--- config.mk ---
export PLATFORM = sky130hd
export DESIGN_NAME = uart_tx_fifo
export DESIGN_NICKNAME = d
export VERILOG_FILES = /design/src/rtl/uart_tx_fifo.sv
export SDC_FILE = /design/constraint.sdc
export NUM_CORES = 1
export LEC_CHECK = 0
export CORE_AREA = 5 5 72 74
export CTS_CLUSTER_SIZE = 8
export DETAILED_ROUTE_END_ITERATION = 7
export DIE_AREA = 0 0 77 79
export GPL_ROUTABILITY_DRIVEN = 0
export PLACE_DENSITY_LB_ADDON = 0.2
export SYNTH_ARGS = -nofsm -noshare
export SYNTH_HDL_FRONTEND = slang
export SYNTH_SLANG_ARGS = --single-unit
export TNS_END_PERCENT = 20
--- constraint.sdc ---
create_clock -name clk -period 3.17 [get_ports clk]
set_clock_uncertainty 0.2 [all_clocks]
set_input_delay 0.951 -clock clk [delete_from_list [all_inputs] [get_ports clk]]
set_output_delay 0.951 -clock clk [all_outputs]
set_load 0.01 [all_outputs]
--- src/rtl/uart_tx_fifo.sv ---
// UART transmitter fed by a small FIFO with a valid/ready handshake.
// Configurable baud divider, optional even/odd parity, 1 or 2 stop bits.
module uart_tx_fifo #(
    parameter int DATA_W       = 8,
    parameter int CLKS_PER_BIT = 4,
    parameter int PARITY       = 0,
    parameter int STOP_BITS    = 1,
    parameter int FIFO_DEPTH   = 4,
    localparam int CNT_W       = $clog2(FIFO_DEPTH + 1)
) (
    input  logic              clk,
    input  logic              rst,
    input  logic              tx_valid,
    input  logic [DATA_W-1:0] tx_data,
    output logic              tx_ready,
    output logic              tx,
    output logic              tx_busy,
    output logic [CNT_W-1:0]  fifo_count
);

    localparam int PTR_W  = $clog2(FIFO_DEPTH);
    localparam int BAUD_W = (CLKS_PER_BIT > 1) ? $clog2(CLKS_PER_BIT) : 1;
    localparam int BIT_W  = $clog2(DATA_W + 1);
    localparam int SH_W   = DATA_W + 1;

    if (DATA_W < 5 || DATA_W > 9 || CLKS_PER_BIT < 1 || PARITY < 0 || PARITY > 2 ||
        STOP_BITS < 1 || STOP_BITS > 2 || FIFO_DEPTH < 2 ||
        (FIFO_DEPTH & (FIFO_DEPTH - 1)) != 0) begin : g_bad_param
        $error("uart_tx_fifo: illegal parameter value");
    end

    typedef enum logic [2:0] {S_IDLE, S_START, S_DATA, S_PAR, S_STOP} state_t;

    logic [DATA_W-1:0] mem [FIFO_DEPTH];
    logic [PTR_W-1:0]  wr_ptr, rd_ptr;
    logic              push, pop, empty;
    logic [DATA_W-1:0] head;
    logic              par_bit;

    state_t            state, state_n;
    logic [BAUD_W-1:0] baud_cnt, baud_n;
    logic [BIT_W-1:0]  bit_cnt, bit_n;
    logic [SH_W-1:0]   shreg, shreg_n;
    logic              tx_n, bit_done, load;

    // ---------------- FIFO ----------------
    assign empty    = (fifo_count == '0);
    assign tx_ready = !rst && (fifo_count < CNT_W'(FIFO_DEPTH));
    assign push     = tx_valid && tx_ready;
    assign pop      = load;
    assign head     = mem[rd_ptr];

    always_ff @(posedge clk) begin
        if (push) mem[wr_ptr] <= tx_data;
    end

    always_ff @(posedge clk) begin
        if (rst) begin
            wr_ptr     <= '0;
            rd_ptr     <= '0;
            fifo_count <= '0;
        end else begin
            if (push) wr_ptr <= wr_ptr + PTR_W'(1);
            if (pop)  rd_ptr <= rd_ptr + PTR_W'(1);
            case ({push, pop})
                2'b10:   fifo_count <= fifo_count + CNT_W'(1);
                2'b01:   fifo_count <= fifo_count - CNT_W'(1);
                default: ;
            endcase
        end
    end

    always_comb begin
        case (PARITY)
            1:       par_bit = ^head;
            2:       par_bit = ~^head;
            default: par_bit = 1'b0;
        endcase
    end

    // ---------------- serialiser FSM ----------------
    assign bit_done = (baud_cnt == BAUD_W'(CLKS_PER_BIT - 1));
    assign tx_busy  = (state != S_IDLE) || !empty;

    // The parity bit rides above the data in the shift register, so after
    // DATA_W shifts it lands in bit 0 ready for the PAR field.
    always_comb begin
        state_n = state;
        baud_n  = bit_done ? '0 : baud_cnt + BAUD_W'(1);
        bit_n   = bit_cnt;
        shreg_n = shreg;
        tx_n    = tx;
        load    = 1'b0;
        case (state)
            S_IDLE: begin
                baud_n = '0;
                tx_n   = 1'b1;
                if (!empty) load = 1'b1;
            end
            S_START: if (bit_done) begin
                state_n = S_DATA;
                tx_n    = shreg[0];
                shreg_n = shreg >> 1;
                bit_n   = '0;
            end
            S_DATA: if (bit_done) begin
                if (bit_cnt == BIT_W'(DATA_W - 1)) begin
                    bit_n = '0;
                    if (PARITY != 0) begin
                        state_n = S_PAR;
                        tx_n    = shreg[0];
                    end else begin
                        state_n = S_STOP;
                        tx_n    = 1'b1;
                    end
                end else begin
                    bit_n   = bit_cnt + BIT_W'(1);
                    tx_n    = shreg[0];
                    shreg_n = shreg >> 1;
                end
            end
            S_PAR: if (bit_done) begin
                state_n = S_STOP;
                tx_n    = 1'b1;
                bit_n   = '0;
            end
            S_STOP: if (bit_done) begin
                if (bit_cnt == BIT_W'(STOP_BITS - 1)) begin
                    bit_n = '0;
                    if (!empty) begin
                        load = 1'b1;
                    end else begin
                        state_n = S_IDLE;
                        tx_n    = 1'b1;
                    end
                end else begin
                    bit_n = bit_cnt + BIT_W'(1);
                end
            end
            default: state_n = S_IDLE;
        endcase
        // Popping from IDLE or from the last stop bit both start a new frame.
        if (load) begin
            state_n = S_START;
            tx_n    = 1'b0;
            shreg_n = {par_bit, head};
            baud_n  = '0;
        end
    end

    always_ff @(posedge clk) begin
        if (rst) begin
            state    <= S_IDLE;
            baud_cnt <= '0;
            bit_cnt  <= '0;
            shreg    <= '0;
            tx       <= 1'b1;
        end else begin
            state    <= state_n;
            baud_cnt <= baud_n;
            bit_cnt  <= bit_n;
            shreg    <= shreg_n;
            tx       <= tx_n;
        end
    end

endmodule

# [Yosys cells after proc, flatten, opt, wreduce, memory -nomap -nowiden]
# Memories as Yosys holds them, arrays and structs flattened. A register that Yosys moved wholly into a read port is not among the register bits.
# Cells that the tools add are included.
[totals] mem_count=1 ff_bits=26 mem_bits_ro=0 elab_cells=106 ram_bits=32 latch_bits=0 out_inout_bits=6
[op_classes] muxes=38 bitwise_logic=1 eq_ne=26 reduce_logical=23 magnitude_cmp=1 shifts=0 mul=0 n_div=0 add_sub_neg=6
[mem_list] memory="mem" words=4 word_bits=8 rd=1 rd_clocked_by_memory_dff=1 wr=1 line_no="34" rtl="logic [DATA_W-1:0] mem [FIFO_DEPTH];"
[op_table] op="$mux W9" n=3
[op_table] op="$ne A3 B3 Y1 const B" n=8
[op_table] op="$mux W3" n=7
[op_table] op="$mux W4" n=5
[op_table] op="$ne A2 B2 Y1 const B" n=9
[op_table] op="$pmux W9 S2" n=1
[op_table] op="$reduce_and A8 Y1" n=2
[op_table] op="$pmux W3 S5" n=1
[op_table] op="$mux W1" n=14
[op_table] op="$pmux W4 S3" n=1
[op_table] op="$reduce_and A4 Y1" n=3
[op_table] op="$reduce_bool A3 Y1" n=3
[op_table] op="$mux W8" n=1
[op_table] op="$reduce_and A7 Y1" n=1
[op_table] op="$add A2 B1 Y2 const B" n=3
[op_table] op="$eq A3 B2 Y1 const B" n=2
[op_table] op="$logic_not A3 Y1" n=2
[op_table] op="$pmux W3 S2" n=1
[op_table] op="$reduce_bool A6 Y1" n=1
[op_table] op="$pmux W1 S5" n=1
[op_table] op="$add A4 B1 Y4 const B" n=1
[op_table] op="$eq A2 B2 Y1 const B" n=2
[op_table] op="$eq A4 B3 Y1 const B" n=1
[op_table] op="$logic_not A4 Y1" n=1
[op_table] op="other kinds (16)" n=21

# [Longest topological paths before layout]
# Gate-level depths: netlist of the first run.
[depth] word_depth=7 depth_mapped=12 ltp_nobuf=11

# [Worst setup path after synthesis of the first run]
# OpenSTA, ideal clock, no wires.
[synth_path] path_kind="input-to-reg" from="in rst" to="reg fifo_count[2]" path_stages=10 required_ns=2.900 setup_slack_ns=0.211 arrival_ns=2.689 path_cell_list="clkbuf_1 nor2_1 and2_1 inv_1 ha_1 inv_1 fa_1 xor2_1 or3_1 a21oi_1"
[synth_between] elab_chain_len=5
[synth_rtl] item="start, declared" line_no="12" rtl="input logic rst,"
[synth_rtl] item="$logic_not A1 Y1 *" line_no="48" rtl="assign tx_ready = !rst && (fifo_count < CNT_W'(FIFO_DEPTH));"
[synth_rtl] item="$logic_and A1 B1 Y1 *" line_no="48"
[synth_rtl] item="via tx_ready" line_no="15" rtl="output logic tx_ready,"
[synth_rtl] item="$logic_and A1 B1 Y1 *" line_no="49" rtl="assign push = tx_valid && tx_ready;"
[synth_rtl] item="$eq A2 B1 Y1 or $eq A2 B2 Y1 (tied branches)" line_no="65" rtl="case ({push, pop})"
[synth_rtl] item="$pmux W3 S2 or $reduce_bool A2 Y1 (tied branches)"
[synth_rtl] item="end signal, assigned" line_no="66" rtl="2'b10: fifo_count <= fifo_count + CNT_W'(1);"
[synth_rtl] item="end signal, assigned" line_no="67" rtl="2'b01: fifo_count <= fifo_count - CNT_W'(1);"
[synth_rtl] item="end, declared" line_no="18" rtl="output logic [CNT_W-1:0] fifo_count"
# Mark *: on every way through the listed nets, which the timed path passes. The rest lies on a longest branch.
# A chain may end at the register's enable or synchronous reset.

# [Worst setup path in the final report of the first run]
[layout_path] from="in rst" to="out tx_ready"
[layout_between] elab_chain_len=2
[layout_rtl] item="$logic_not A1 Y1" line_no="48"
[layout_rtl] item="$logic_and A1 B1 Y1" line_no="48"
[layout_rtl] item="end, declared" line_no="15"
# Every way passes these cells.

==> metrics, run 1 <==
combinational share of power=26.2%; # clock sinks=59; register bit total from synthesis=about 60; final setup vio count=0; # IOs=17; WS Path Type=input pin to output port; H-Tree Depth=3; Final ANT Viol Nets=0; Worst Tran Pin Value=about 0.53 ns; top-area cell type share of the netlist area=38.3%; pwr dens=a little over 800 nW/um^2; row cnt=25; core area=between 4000 and 5000 sq um; DR iter-0 viols=just over 100; Seq pwr share=a little over two fifths; Worst Setup End Kind=output port; die width=just under 80 um; status=finished, final reports clean; RSZ-0062 raised after global routing=false; max-cap violation count=0; gr usage total=roughly 15%; CP Launch Type=input pin; Pins Over Slew Limit=0; Num CTS Buffers=9; syn avg cell area=12.8 sq um; Synth area leaders=edfxtp_1, dfxtp_1, mux4_2; Via density=5.74; TritonRoute pass-1 iters=4; full die area=6080 sq um; Synth-to-Final Area Change=17.4%; utilization after layout=65.0%; Filler cells=around 340; Async SR Flop Fraction=0%; post-layout power=~2.4 mW; Die Y=79 um; Distinct cells, synth=37; ys flop type=edfxtp_1; Final Cycle Share=94.4%; clk_lat worst skew=roughly 0.32 ns; CP max FO=3; vias in the first global route=1549; Critical-path top delay cell=clkdlybuf4s50_1; Post-synth EDFFs=32; Clock Path Buffers=2; DPL Wire Length=approximately 3100 um; Clock power frac=31.6%; Final Net Count=between 200 and 250; worst stage delay on the critical path=approximately 0.44 ns; Internal=about 1.7 mW; worst path bufs/invs=2; cell area after layout=between 2000 and 3000 sq um; HP Class=flip-flop to flip-flop; n_diodes=0; vias=~1600; Synth Instances=between 150 and 200; Post-Syn Area=2510 sq um; PortBufs=16; pin count of the biggest net entering global routing=25; CP Cell Sequence=clkdlybuf4s50_1 -> nor2_1 -> dlygate4sd2_1; Max Fclk=about 330 MHz; Worst VDD drop=around 0.00048 V; drt wl/cell=~16 um; Static Leak=approximately 1.1 nW; drc violations=0; initial antenna violation count=0; Fin Setup TNS=0 ns; syn_nets=roughly 220; minimum clock period=approximately 3.0 ns; Starting Density=a little under three fifths; Synth Warn #=0; Reg clk slew, reported paths=around 0.060 ns; switching power=0.707 mW; Seq/Total Area, Yosys=59.8%; global route overflow=0; worst relative slew slack=about two thirds; CP arrival=approximately 1.8 ns; post-placement cell area=around 2700 sq um; root buffer cell=clkbuf_8; Sw Share=29.2%; Post-CTS Setup Bufs=0; final hold vios=0; most common cell after layout, fill and taps aside=edfxtp_1; Yosys top cell by area=edfxtp_1; drt total wl=between 4000 and 5000 um; critical path's top delay family=buffers and inverters; TritonCTS clock tree=done; layout cell share with drive strength beyond 1=between 10% and 20%; CP Data Required Time=2.02 ns; first-pass GRT wire length=between 7000 and 8000 um; most frequent cells in the layout=edfxtp_1, dfxtp_1, nor2_1, clkdlybuf4s50_1, inv_1
[synthesized netlist by cell type (5+ instances only)]
library cell / instances
a211oi_1: 7
dfxtp_1: 27
inv_1: 12
clkbuf_1: 6
mux4_2: 8
a21oi_1: 7
nor2_1: 21
and3_1: 6
ha_1: 8
mux2i_1: 8
xor2_1: 5
o21ai_0: 5
edfxtp_1: 32
nand3_1: 7
[registers in the layout (all words and copies together) (netlist names), named ones only]
register	count
mem	32
baud_cnt	2
shreg	8
tx	1
state	3
rd_ptr	2
bit_cnt	4
wr_ptr	2
fifo_count	3
[through the flow]
stage	std cells	hold slack, ns	setup slack, ns
2_1_floorplan	196	0.208	0.211
3_3_place_gp	260	0.215	-0.0813
3_5_place_dp	260	0.232	-0.116
4_1_cts	276	0.240	0.160
5_1_grt	276	0.253	0.116
6_report	276	0.239	0.177
[cells by family after synthesis]
family | share of synthesized area (%)
DFF | 59.8
buffers and inverters | 3.94
AOI/OAI and AO/OA | 7.08
and+or+nand+nor | 11.2
muxes | 10.4
adders and majority gates | 4.79
xor gates and xnor gates | 2.79
[cell type report]
type	count	area (sq um)	share of cell area, %
Clock buffer	11	151	5.14
Clock inverter	5	75.1	2.55
Inverter	12	45.0	1.53
Multi-Input combinational cell	114	910	30.9
Sequential cell	59	1500	51.0
Tap cell	54	67.6	2.29
Timing Repair Buffer	21	196	6.67
[routing by layer]
metal  part of all wire (%)  track usage (%)  wire length [um]
met5                      0                0                 0
met4                    1.6             8.25                71
met3                    3.7             3.40               164
met2                     52             26.2              2270
met1                     43             18.2              1890
[worst paths after layout]
path                         to  slack, ns  depth (start not counted)         from
setup reg to reg  fifo_count[2]       0.34                         11   bit_cnt[0]
hold / removal      baud_cnt[0]       0.24                          1  baud_cnt[0]
hold reg to reg     baud_cnt[0]       0.24                          1  baud_cnt[0]
setup / recovery       tx_ready       0.18                          3          rst
[power groups by stage]
stage / Sequential (mW) / Combinational [mW] / Clock (mW)
2_1_floorplan: 0.987 / 0.490 / 0
3_3_place_gp: 1.03 / 0.592 / 0
3_5_place_dp: 1.04 / 0.638 / 0
4_1_cts: 1.02 / 0.639 / 0.773
5_1_grt: 1.04 / 0.697 / 0.813
6_report: 1.02 / 0.634 / 0.764
[repair_timing]
action / in CTS / in global routing
hold buffers: 0 / 0
gates resized for setup: 1 / 0
setup endpoints to repair: 1 / 0
No activity file was read; power rests on OpenSTA's default activity.
==> run 2, diff against run 1 <==
- TNS_END_PERCENT: 20 -> unset
- clock period: 3.17 -> 2.9 ns (I/O delays scaled with it)
==> run 2 against run 1 <==
  * Design area grew 0.25%
  * Global-route usage is essentially flat
  * Largest power group unchanged
  * Power grew 7.9%
  * Critical path depth is the same
==> metrics, run 2 (synthesis results as in run 1) <==
drc violations=0 (unchanged); Final Cycle Share=97.4%; clk_lat worst skew=0.34 ns (was 0.32 ns); Clock Path Buffers=2 (unchanged); busiest grt layer=met2 (unchanged); TritonRoute pass-1 iters=4 (unchanged); minimum clock period=about 2.8 ns; max FFs per register=32 (unchanged); CP Data Required Time=1.83 ns (was 2.02 ns); Worst VDD drop=0.000443 V (was 0.000477 V); HP Start=baud_cnt[0] (unchanged); full die area=6080 sq um (unchanged); CP Launch Type=flip-flop (was input pin); Synth-to-Final Area Change=17.7% (was 17.4%); Reg clk slew, reported paths=0.06 ns (about the same); drt total wl=4270 um (was 4390 um); CP max FO=11 (was 3); Final Net Count=239 (was 237); post-placement cell area=2740 sq um (was 2720 sq um); vias in the first global route=1560 (was 1549); H-Tree Depth=3 (unchanged); Worst setup startpoint=state[1] (was rst); Die Y=79 um (unchanged); Fin Setup TNS=0 ns (unchanged); HP Class=flip-flop to flip-flop (unchanged); pin count of the biggest net entering global routing=25 (unchanged); die width=77 um (unchanged); DPL Wire Length=3010 um (was 3100 um); pwr dens=882 nW/um^2 (was 820 nW/um^2); first-pass GRT wire length=7210 um (was 7200 um); # clock sinks=59 (unchanged); global route overflow=0 (unchanged); final setup vio count=0 (unchanged); TritonCTS clock tree=done (unchanged); gr usage total=15.4% (about the same); WS Path Type=flip-flop to output port (was input pin to output port); Reg area=1500 sq um (unchanged); M2 GR Usage=24.3% (was 26.2%); layout cell share with drive strength beyond 1=14.7% (was 12.6%); # IOs=17 (unchanged); Static Leak=1.10 nW (about the same); cell area after layout=2950 sq um (about the same); Final ANT Viol Nets=0 (unchanged); most common cell after layout, fill and taps aside=edfxtp_1 (unchanged); area of the multi-input gates=912 sq um (was 910 sq um); initial antenna violation count=0 (unchanged); drt wl/cell=15.4 um (was 15.9 um); Max Fclk=roughly 350 MHz; row cnt=25 (unchanged); Worst Hold Slack=0.240 ns (was 0.239 ns); Pins Over Slew Limit=0 (unchanged); Via density=5.67 (was 5.74); DR iter-0 viols=87 (was 103); Starting Density=55.3% (unchanged); Worst Tran Pin Value=0.544 ns (was 0.527 ns); utilization after layout=65.1% (was 65.0%); CP arrival=1.75 ns (was 1.84 ns); worst r2r src=bit_cnt[0] (unchanged); Post-CTS Setup Bufs=0 (unchanged); status=finished, final reports clean (unchanged); PortBufs=16 (unchanged); core area=4540 sq um (unchanged); Largest regs=mem (32), shreg (8), bit_cnt (4) (unchanged); most flop-heavy register=mem (unchanged); vias=1577 (was 1583); max-cap violation count=0 (unchanged); GR Util met3=5.10% (was 3.40%); RSZ-0062 raised after global routing=false (unchanged); Worst Setup End Kind=output port (unchanged); n_diodes=0 (unchanged); hold_buf cts=0 (unchanged); most frequent cells in the layout=edfxtp_1, dfxtp_1, nor2_1, clkdlybuf4s50_1, inv_1 (unchanged); final hold vios=0 (unchanged); M1 GR Usage=19.1% (was 18.2%); root buffer cell=clkbuf_8 (unchanged); Filler cells=327 (was 339); worst relative slew slack=63.7% (was 64.8%); post-layout power=2.61 mW (was 2.42 mW); Num CTS Buffers=9 (unchanged)
[run 2: critical path: stages (launching register included)]
cell and delay, ns:
dfxtp_1 0.42, nor3_1 0.36, nand2_1 0.14, clkdlybuf4s50_1 0.51
[run 2: final cells by class]
class                      instances  share of cell area [%]
clock buffer                       9                    4.19
multi-input combinational        114                    30.9
tap                               54                    2.29
sequential                        59                    50.8
timing repair buffer              23                    7.16
inverter                          12                    1.52
clock inverter                     7                    3.13
[run 2: what timing repair did]
action | 4_1_cts | 5_1_grt
pin swaps | 0 | 1
setup endpoints to repair | 1 | 1
gates resized for setup | 2 | 1
hold endpoints to repair | 0 | 0
[run 2: worst paths after layout]
kind / to / slack (ns) / cells past startpoint
setup reg to reg: fifo_count[2] / 0.24 / 11
setup / recovery: tx_busy / 0.08 / 3
hold / removal: baud_cnt[0] / 0.24 / 1
hold reg to reg: baud_cnt[0] / 0.24 / 1
[run 2: power breakdown]
| part | internal [mW] | switching [mW] |
|---|---|---|
| clock | 0.480 | 0.325 |
| combinational | 0.351 | 0.335 |
| sequential | 1.00 | 0.111 |
[run 2: per-layer routing]
metal	part of all wire (%)	vias up
met2	49	31
met4	1.9	0
met3	4.7	9
met1	44	769
li1	-	768
met5	0	-
[run 2: metrics by stage]
| step | cells | setup WS [ns] |
|---|---|---|
| 2_1_floorplan | 196 | 0.0217 |
| 3_3_place_gp | 262 | -0.189 |
| 3_5_place_dp | 262 | -0.226 |
| 4_1_cts | 278 | 0.0833 |
| 5_1_grt | 278 | 0.00750 |
| 6_report | 278 | 0.0758 |
